--- config.mk ---
export PLATFORM = sky130hd
export DESIGN_NAME = phase_sequencer
export DESIGN_NICKNAME = d
export VERILOG_FILES = /design/src/rtl/phase_sequencer_pkg.sv /design/src/rtl/phase_sequencer_traffic_comp_hyst.sv /design/src/rtl/phase_sequencer.sv
export SDC_FILE = /design/constraint.sdc
export NUM_CORES = 1
export LEC_CHECK = 0
export CELL_PAD_IN_SITES_DETAIL_PLACEMENT = 1
export CELL_PAD_IN_SITES_GLOBAL_PLACEMENT = 2
export CORE_MARGIN = 2
export CORE_UTILIZATION = 25
export CTS_CLUSTER_DIAMETER = 40
export CTS_CLUSTER_SIZE = 14
export DETAILED_ROUTE_END_ITERATION = 8
export GPL_TIMING_DRIVEN = 0
export PLACE_DENSITY = 0.63
export SETUP_SLACK_MARGIN = 0.05
export SLEW_MARGIN = 0
export SYNTH_ARGS = -nofsm -noshare
export SYNTH_HDL_FRONTEND = slang
export SYNTH_HIERARCHICAL = 1
export SYNTH_SLANG_ARGS = --single-unit
--- constraint.sdc ---
create_clock -name clk -period 5.7 [get_ports clk]
set_clock_uncertainty 0.2 [all_clocks]
set_input_delay 0.855 -clock clk [delete_from_list [all_inputs] [get_ports clk]]
set_output_delay 0.855 -clock clk [all_outputs]
set_load 0.02 [all_outputs]
--- src/rtl/phase_sequencer_pkg.sv ---
// phase_pkg
// Shared phase encoding for the intersection sequencer and the helper that
// gives the fixed phase order. WALK is only inserted after RED2 when the
// cycle was started with a pedestrian request latched.
package phase_pkg;

    typedef enum logic [2:0] {
        MAIN_GREEN  = 3'd0,
        MAIN_YELLOW = 3'd1,
        RED1        = 3'd2,
        SIDE_GREEN  = 3'd3,
        SIDE_YELLOW = 3'd4,
        RED2        = 3'd5,
        WALK        = 3'd6
    } phase_t;

    function automatic phase_t next_phase(input phase_t p, input logic ped_sel);
        case (p)
            MAIN_GREEN:  next_phase = MAIN_YELLOW;
            MAIN_YELLOW: next_phase = RED1;
            RED1:        next_phase = SIDE_GREEN;
            SIDE_GREEN:  next_phase = SIDE_YELLOW;
            SIDE_YELLOW: next_phase = RED2;
            RED2:        next_phase = ped_sel ? WALK : MAIN_GREEN;
            default:     next_phase = MAIN_GREEN;
        endcase
    endfunction

endpackage

--- src/rtl/phase_sequencer_traffic_comp_hyst.sv ---
// traffic_comp_hyst
// Decides which approach (if any) earns a green extension. One side must
// exceed the other by more than HYST; the two outputs are mutually exclusive.
// Ports:
//   main_level, side_level : latched traffic levels (TRAFFIC_W bits)
//   mGTs                   : main busier by more than HYST
//   mLTs                   : side busier by more than HYST
module traffic_comp_hyst #(
    parameter int TRAFFIC_W = 3,
    parameter int HYST      = 0
) (
    input  logic [TRAFFIC_W-1:0] main_level,
    input  logic [TRAFFIC_W-1:0] side_level,
    output logic                 mGTs,
    output logic                 mLTs
);
    // Two guard bits so level + margin cannot wrap.
    localparam int CW = TRAFFIC_W + 2;
    localparam logic [CW-1:0] HYST_C = CW'(HYST);

    logic [CW-1:0] main_x;
    logic [CW-1:0] side_x;

    assign main_x = CW'(main_level);
    assign side_x = CW'(side_level);

    assign mGTs = main_x > (side_x + HYST_C);
    assign mLTs = side_x > (main_x + HYST_C);

endmodule

--- src/rtl/phase_sequencer.sv ---
// phase_sequencer
// Tick-driven intersection phase sequencer. Owns the phase timer and the
// per-cycle tick counter; green times stretch for the busier approach and an
// optional pedestrian WALK phase is appended to the cycle.
// Ports:
//   clk, reset     : clock, synchronous active-high reset
//   tick           : timebase strobe, timing advances only when high
//   ped_req        : pedestrian request (level or pulse)
//   main_traffic   : main-road level, sampled at cycle end only
//   side_traffic   : side-road level, sampled at cycle end only
//   enable         : one-clk pulse after every phase boundary
//   cycle_start    : one-clk pulse when a new cycle begins
//   phase          : current phase (phase_t encoding)
//   cycle_count    : ticks elapsed in current cycle, saturating
//   ped_pending    : pedestrian request latched and not yet served
module phase_sequencer
    import phase_pkg::*;
#(
    parameter int CNT_W      = 6,
    parameter int TRAFFIC_W  = 3,
    parameter int HYST       = 0,
    parameter int BASE_GREEN = 10,
    parameter int EXT_GREEN  = 4,
    parameter int YELLOW     = 2,
    parameter int ALL_RED    = 2,
    parameter int WALK       = 10
) (
    input  logic                 clk,
    input  logic                 reset,
    input  logic                 tick,
    input  logic                 ped_req,
    input  logic [TRAFFIC_W-1:0] main_traffic,
    input  logic [TRAFFIC_W-1:0] side_traffic,
    output logic                 enable,
    output logic                 cycle_start,
    output logic [2:0]           phase,
    output logic [CNT_W-1:0]     cycle_count,
    output logic                 ped_pending
);
    // Only one green can be extended, so the longest cycle has one extension.
    localparam int WORST = 2*BASE_GREEN + EXT_GREEN + 2*YELLOW + 2*ALL_RED + WALK;

    if (WORST > (2**CNT_W) - 1 || BASE_GREEN < 1 || YELLOW < 1 || ALL_RED < 1 || WALK < 1)
    begin : g_cfg_check
        $fatal(1, "phase_sequencer: durations invalid or cycle does not fit in CNT_W");
    end

    localparam logic [CNT_W-1:0] BASE_C  = CNT_W'(BASE_GREEN);
    localparam logic [CNT_W-1:0] EXT_C   = CNT_W'(EXT_GREEN);
    localparam logic [CNT_W-1:0] YEL_C   = CNT_W'(YELLOW);
    localparam logic [CNT_W-1:0] RED_C   = CNT_W'(ALL_RED);
    localparam logic [CNT_W-1:0] WALK_C  = CNT_W'(WALK);
    localparam logic [CNT_W-1:0] CNT_ONE = CNT_W'(1);
    localparam logic [CNT_W-1:0] CNT_MAX = '1;

    phase_t                 state, state_n;
    logic [CNT_W-1:0]       timer, timer_n;
    logic [CNT_W-1:0]       cnt_n;
    logic [TRAFFIC_W-1:0]   main_q, main_n;
    logic [TRAFFIC_W-1:0]   side_q, side_n;
    logic                   ped_sel, ped_sel_n;
    logic                   pend_n, en_n, cs_n;
    logic                   mGTs, mLTs;
    logic [CNT_W-1:0]       dur;
    logic                   at_last, cycle_end;

    traffic_comp_hyst #(
        .TRAFFIC_W (TRAFFIC_W),
        .HYST      (HYST)
    ) u_comp (
        .main_level (main_q),
        .side_level (side_q),
        .mGTs       (mGTs),
        .mLTs       (mLTs)
    );

    // Duration of the current phase; driven only by latched traffic so the
    // running cycle never changes length.
    always_comb begin
        dur = WALK_C;
        case (state)
            MAIN_GREEN:               dur = mGTs ? BASE_C + EXT_C : BASE_C;
            SIDE_GREEN:               dur = mLTs ? BASE_C + EXT_C : BASE_C;
            MAIN_YELLOW, SIDE_YELLOW: dur = YEL_C;
            RED1, RED2:               dur = RED_C;
            default:                  dur = WALK_C;
        endcase
    end

    assign at_last   = (timer == dur - CNT_ONE);
    assign cycle_end = at_last && ((state == RED2 && !ped_sel) || state == phase_pkg::WALK);

    always_comb begin
        state_n   = state;
        timer_n   = timer;
        cnt_n     = cycle_count;
        main_n    = main_q;
        side_n    = side_q;
        ped_sel_n = ped_sel;
        pend_n    = ped_pending;
        en_n      = 1'b0;
        cs_n      = 1'b0;
        if (tick) begin
            cnt_n = (cycle_count == CNT_MAX) ? cycle_count : cycle_count + CNT_ONE;
            if (at_last) begin
                timer_n = '0;
                state_n = next_phase(state, ped_sel);
                en_n    = 1'b1;
                if (state_n == phase_pkg::WALK)
                    pend_n = 1'b0;
                if (cycle_end) begin
                    cnt_n     = '0;
                    cs_n      = 1'b1;
                    main_n    = main_traffic;
                    side_n    = side_traffic;
                    ped_sel_n = ped_pending | ped_req;
                end
            end else begin
                timer_n = timer + CNT_ONE;
            end
        end
        // A new request in the WALK-entry clock must survive the clear.
        if (ped_req)
            pend_n = 1'b1;
    end

    always_ff @(posedge clk) begin
        if (reset) begin
            state       <= MAIN_GREEN;
            timer       <= '0;
            cycle_count <= '0;
            main_q      <= '0;
            side_q      <= '0;
            ped_sel     <= 1'b0;
            ped_pending <= 1'b0;
            enable      <= 1'b0;
            cycle_start <= 1'b0;
        end else begin
            state       <= state_n;
            timer       <= timer_n;
            cycle_count <= cnt_n;
            main_q      <= main_n;
            side_q      <= side_n;
            ped_sel     <= ped_sel_n;
            ped_pending <= pend_n;
            enable      <= en_n;
            cycle_start <= cs_n;
        end
    end

    assign phase = state;

endmodule
==> out/qor.txt, run 1 <==
status -> complete, no violations
final period utilization -> 0.4864
DRT antenna net count -> 0
synthesized area -> 1282 µm²
total track usage -> 0.1228
total gr overflow -> 0
Skew-Pair Late Insertion Delay -> 0.27 ns
root buf cell -> clkbuf_8
CTS Buf Count -> 3
Setup Buffers After CTS -> 0
wirelength, routed -> 3170 µm
global-route wire length before repair -> 5292 µm
Cell Rows -> 26
sequential cell area fraction in the yosys report -> 0.3902
CTS resizes -> 0
Worst Tran Pin Value -> 0.5682 ns
Worst-path clk slew -> 0.09 ns
Slew Limit Fails -> 0
Post-synth EDFFs -> 0
1st-pass router iterations -> 4
leakage power -> 0.6221 nW
final hold slack -> 0.3065 ns
startpoint types -> flip-flop
fmax -> 360.7 MHz
synthesized net count -> 161
relative slew slack -> 0.6212
CTS Sinks -> 25
initial drt markers -> 5
core area -> 5042 µm²
Post-Syn Area per Cell -> 8.845 µm²
Setup CP Type -> reg -> reg
Ant. Diodes -> 0
top cell type's share of synthesized area -> 0.3902
Yosys warnings -> 6
via count -> 1119
Vias/cell -> 4.663
initial core utilization -> 0.2543
synthesis-to-layout area growth -> 26.73%
routability cong. -> 0.7611
chip width -> 75.63 µm
Synth area leaders -> dfxtp_1, mux2i_1, ha_1
Yosys reg bits -> 25
xor and xnor area share after synthesis -> 0.03415
post-layout minimum cycle time -> 2.772 ns
Tightest Hold Check Type -> reg -> reg
Worst Setup End Kind -> flip-flop
post-route insts no fill -> 240
worst path required time -> 5.67 ns
die area -> 5719 µm²
Post-Synthesis Cells -> 145
sum of negative setup slack -> 0 ns
Simple-Gate Fraction of Synth Area -> 0.2732
Filler Cell Count -> 604
worst path arrival time -> 2.74 ns
multiplexer share of the synthesized area -> 0.06244
register area -> 500.5 µm²
multi-input logic area -> 719.4 µm²
synth cell count leaders -> dfxtp_1, nand2_1, nor2_1
Netlist cell types -> 38
# DRC -> 0
I/O Pins -> 22
CP max stage delay -> 0.48 ns
Routed wire per std cell -> 13.21 µm
number of max-cap violations -> 0
nets -> 187
predominant post-synthesis flop cell -> dfxtp_1
Final Hold Vio Count -> 0
area leader, netlist -> dfxtp_1
pwr dens -> 203.7 nW/µm²
vias in the first global route -> 1152
dpl cells -> 236
slowest stage cell on the critical path -> or4b_4
Final setup violation count -> 0
port buffer count -> 21
initial antenna violation count -> 0
sequence of cells on the critical path -> inv_1, ha_1, and3_1, a21oi_1, or4b_4, nand3_2, nand4_4, or3_1, o221a_1
main combinational cell family by area after synthesis -> simple AND/OR/NAND/NOR gates
Synth Area in Adders -> 0.05854
maximum vdd drop -> 0.00008519 V
Die Y -> 75.63 µm
crit-path max FO -> 9
complex-gate fraction of the synthesized area -> 0.1327
CTS tree -> built
hold_buf cts -> 0
most numerous cell in the Yosys netlist -> dfxtp_1
Final HPWL DP -> 2426 µm
H-tree Lvls -> 1
maximum clock path buffer count -> 2
pin count of the biggest net entering global routing -> 14
Synth async-reset ratio -> 0
unrepaired setup endpoints after global routing -> no
ratio of cells with drive above 1 in the final layout -> 0.08235
-- worst paths after layout --
path / end / cells after the start / slack, ns / from
max: ped_pending / 9 / 2.93 / side_q[2]
min: timer[4] / 2 / 0.31 / timer[4]
max reg2reg: ped_pending / 9 / 2.93 / side_q[2]
min reg2reg: timer[4] / 2 / 0.31 / timer[4]
-- worst max-delay path, delay by kind of cell (launching register included) --
family,cells,cell delay [ns]
simple gates,5,1.41
flops,1,0.35
compound gates,2,0.34
fa+ha+maj,1,0.31
buf+inv,1,0.05
-- cell families after synthesis --
group | count (synthesis)
XOR/XNOR | 5
adder cells (fa/ha/maj) | 6
multiplexers | 8
AO/OA/AOI/OAI | 25
buffers and inverters | 14
flip-flops | 25
AND/OR/NAND/NOR | 62
-- power breakdown --
| group | internal (mW) | switching (mW) |
|---|---|---|
| clock | 0.0501 | 0.0585 |
| sequential | 0.179 | 0.00455 |
| combinational | 0.0188 | 0.0204 |
| total | 0.248 | 0.0835 |
-- state kept, by name, indices dropped and copies added (netlist names) --
| signal | cells |
|---|---|
| cycle_count | 6 |
| enable | 1 |
| timer | 6 |
| main_q | 3 |
| ped_sel | 1 |
| cycle_start | 1 |
| ped_pending | 1 |
| phase | 3 |
| side_q | 3 |
-- layer usage --
layer	up-vias	wire length (µm)	global-route usage
li1	559	-	-
met1	533	1355	0.1350
met2	20	1648	0.2261
met3	7	82	0.02116
met4	0	83	0.06043
met5	-	0	0
-- per-stage QoR --
step	total power, mW	setup WS [ns]	area (µm²)	utilization
finish	0.3311	2.928	1625	0.3223
global route	0.3477	2.780	1625	0.3223
CTS	0.3376	2.897	1625	0.3223
detailed placement	0.2274	2.789	1580	0.3134
global placement	0.2262	2.812	1580	0.3134
floorplan	0.2081	3.164	1282	-
-- layout make-up --
type,instances,area share
Buffer,6,0.02002
Clock buffer,4,0.02771
Inverter,8,0.01848
Multi-Input combinational cell,106,0.4426
Sequential cell,25,0.3079
Tap cell,70,0.05389
Timing Repair Buffer,21,0.1293
-- placed cells by master (no fill, tap or decap), drive strengths merged --
cell type	n
nand2b	2
or2b	2
inv	8
nor2	14
nand3b	5
nand3	4
nand4	5
clkbuf	7
and3	2
o211ai	2
xnor2	2
buf	3
a211o	1
a41oi	1
a31oi	1
nand4b	1
xor2	3
a21o	1
a21oi	11
o221a	1
dfxtp	25
or3	1
nand2	16
o21ai	1
ha	6
nor3b	2
nor3	4
a211oi	5
mux2i	8
and2	2
clkdlybuf4s50	21
o41ai	1
or4b	2
Note: power is estimated with default switching activity, not from simulation.
==> inputs of run 2 (changes only) <==
- PLACE_DENSITY: 0.63 -> 0.65
- clock period: 5.7 -> 2.4 ns (I/O delays scaled with it)
==> run 2 against run 1 <==
The run now ends with negative setup slack left. Sequential power grew 140%. Total power increased by 140%. Die area unchanged. Maximum frequency rose by 12%. Sequential share of layout area decreased by 2.4 points.
==> out/qor.txt, run 2 (same netlist as run 1, synthesis figures left out) <==
placed inst area -> 1600 µm²
status -> finished with violations
biggest regs -> cycle_count (6), timer (6)
CTS Sinks -> 25
post-layout minimum cycle time -> 2.466 ns
initial antenna violation count -> 0
setup ws final -> -0.06629 ns
fin util -> 0.3543
maximum clock path buffer count -> 2
Slew Limit Fails -> 0
unrepaired setup endpoints after global routing -> yes
I/O Pins -> 22
WP buf/inv -> 1
number of max-cap violations -> 0
worst path required time -> 2.37 ns
leakage power -> 0.6797 nW
Internal -> 591.3 µW
commonest non-fill, non-tap cell in the layout -> clkdlybuf4s50_1
total gr overflow -> 0
startpoint types -> flip-flop
Cell Rows -> 26
Skew-Pair Late Insertion Delay -> 0.28 ns
Ant. Diodes -> 0
DRT antenna net count -> 0
Worst Setup End Kind -> flip-flop
Net Switching -> 205.7 µW
total track usage -> 0.1269
global-route wire length before repair -> 5457 µm
final hold slack -> 0.3082 ns
chip width -> 75.63 µm
fmax -> 405.5 MHz
port buffer count -> 21
worst path arrival time -> 2.44 ns
ratio of cells with drive above 1 in the final layout -> 0.2273
CTS tree -> built
CTS Buf Count -> 3
vias in the first global route -> 1156
Vias/cell -> 4.667
crit-path max FO -> 4
maximum vdd drop -> 0.0001591 V
Sw Ratio -> 0.2581
post-route insts no fill -> 246
H-tree Lvls -> 1
root buf cell -> clkbuf_8
Clock power frac -> 0.329
Die Y -> 75.63 µm
Worst-path clk slew -> 0.09 ns
pre-CTS WS -> -0.2338 ns
initial core utilization -> 0.2543
initial drt markers -> 19
synthesis-to-layout area growth -> 39.32%
failing checks -> negative setup slack
Final HPWL DP -> 2388 µm
post-route cell area -> 1787 µm²
wirelength, routed -> 3188 µm
hold_buf cts -> 0
slowest stage cell on the critical path -> or4b_4
Routed wire per std cell -> 12.96 µm
via count -> 1148
relative slew slack -> 0.5772
1st-pass router iterations -> 2
pwr dens -> 446.1 nW/µm²
Worst Tran Pin Value -> 0.6342 ns
core area -> 5042 µm²
total power -> 797.0 µW
combinational power share -> 0.124
dpl cells -> 236
die area -> 5719 µm²
Tightest Hold Check Type -> reg -> reg
pin count of the biggest net entering global routing -> 14
routability cong. -> 0.7744
delay-heaviest family, CP -> simple AND/OR/NAND/NOR gates
nets -> 193
CP max stage delay -> 0.50 ns
final period utilization -> 1.028
sequence of cells on the critical path -> inv_2, ha_4, nand3b_1, a21oi_2, or4b_4, nand3_4, nand4_4, or3_4, o221a_1
sequential share of power -> 0.547
Setup CP Type -> reg -> reg
Final setup violation count -> 2
Final Hold Vio Count -> 0
sum of negative setup slack -> -0.1129 ns
commonest cells after routing, fill and taps aside -> clkdlybuf4s50_1, dfxtp_1, nand2_1
# DRC -> 0
==> run 2: changes by cell type in the layout (fill, tap and decap cells not counted), moves of 3 or more <==
cell     delta
a21oi_2     +5
buf_4       +4
ha_4        +3
ha_1        -3
inv_2       +3
inv_1       -3
a21oi_1     -5
dfxtp_2     +5
dfxtp_1     -5
==> run 2: cell type report <==
cell class                      count  area [µm²]
Buffer                              6       32.53
Fill cell                         593        3256
Tap cell                           70       87.58
Multi-Input combinational cell    106       822.0
Timing Repair Buffer               27       262.8
Sequential cell                    25       506.7
Clock buffer                        4       45.04
Inverter                            8       30.03
==> run 2: power by group through the flow <==
stage          registers (mW)  logic [mW]  clock network (mW)
2_1_floorplan           0.452      0.0427                   0
3_3_place_gp            0.445      0.0920                   0
3_5_place_dp            0.446      0.0943                   0
4_1_cts                 0.436      0.0976               0.275
5_1_grt                 0.438       0.110               0.283
6_report                0.436      0.0990               0.262
==> run 2: worst register-to-register path, stage by stage, from the launching register on <==
cell      delay, ns
dfxtp_2        0.34
inv_2          0.04
ha_4           0.27
nand3b_1       0.10
a21oi_2        0.11
or4b_4         0.50
nand3_4        0.11
nand4_4        0.10
or3_4          0.35
o221a_1        0.23
==> run 2: repair_timing <==
action | in CTS | in global routing
pin swaps | 8 | 10
hold endpoints to repair | 0 | 0
resized for setup | 15 | 9
setup endpoints to repair | 10 | 20
setup buffers | 4 | 2
gates cloned | 0 | 0
==> run 2: path summary, 6_finish.rpt <==
path	from	endpoint	slack, ns	depth (start not counted)
setup / recovery	side_q[2]	ped_pending	-0.07	9
hold / removal	timer[4]	timer[4]	0.31	2
setup reg to reg	side_q[2]	ped_pending	-0.07	9
hold reg to reg	timer[4]	timer[4]	0.31	2
==> run 2: metal layers <==
metal	wire, µm	vias to the layer above	GRT usage
li1	-	573	-
met2	1702	18	0.2280
met5	0	-	0
met4	46	0	0.05068
met1	1344	552	0.1478
met3	94	5	0.02381
==> inputs of run 3 (changes only) <==
- GPL_ROUTABILITY_DRIVEN: not set -> 0
==> results of run 3 <==
The final DEF is identical to that of run 2; final timing and power are the same.
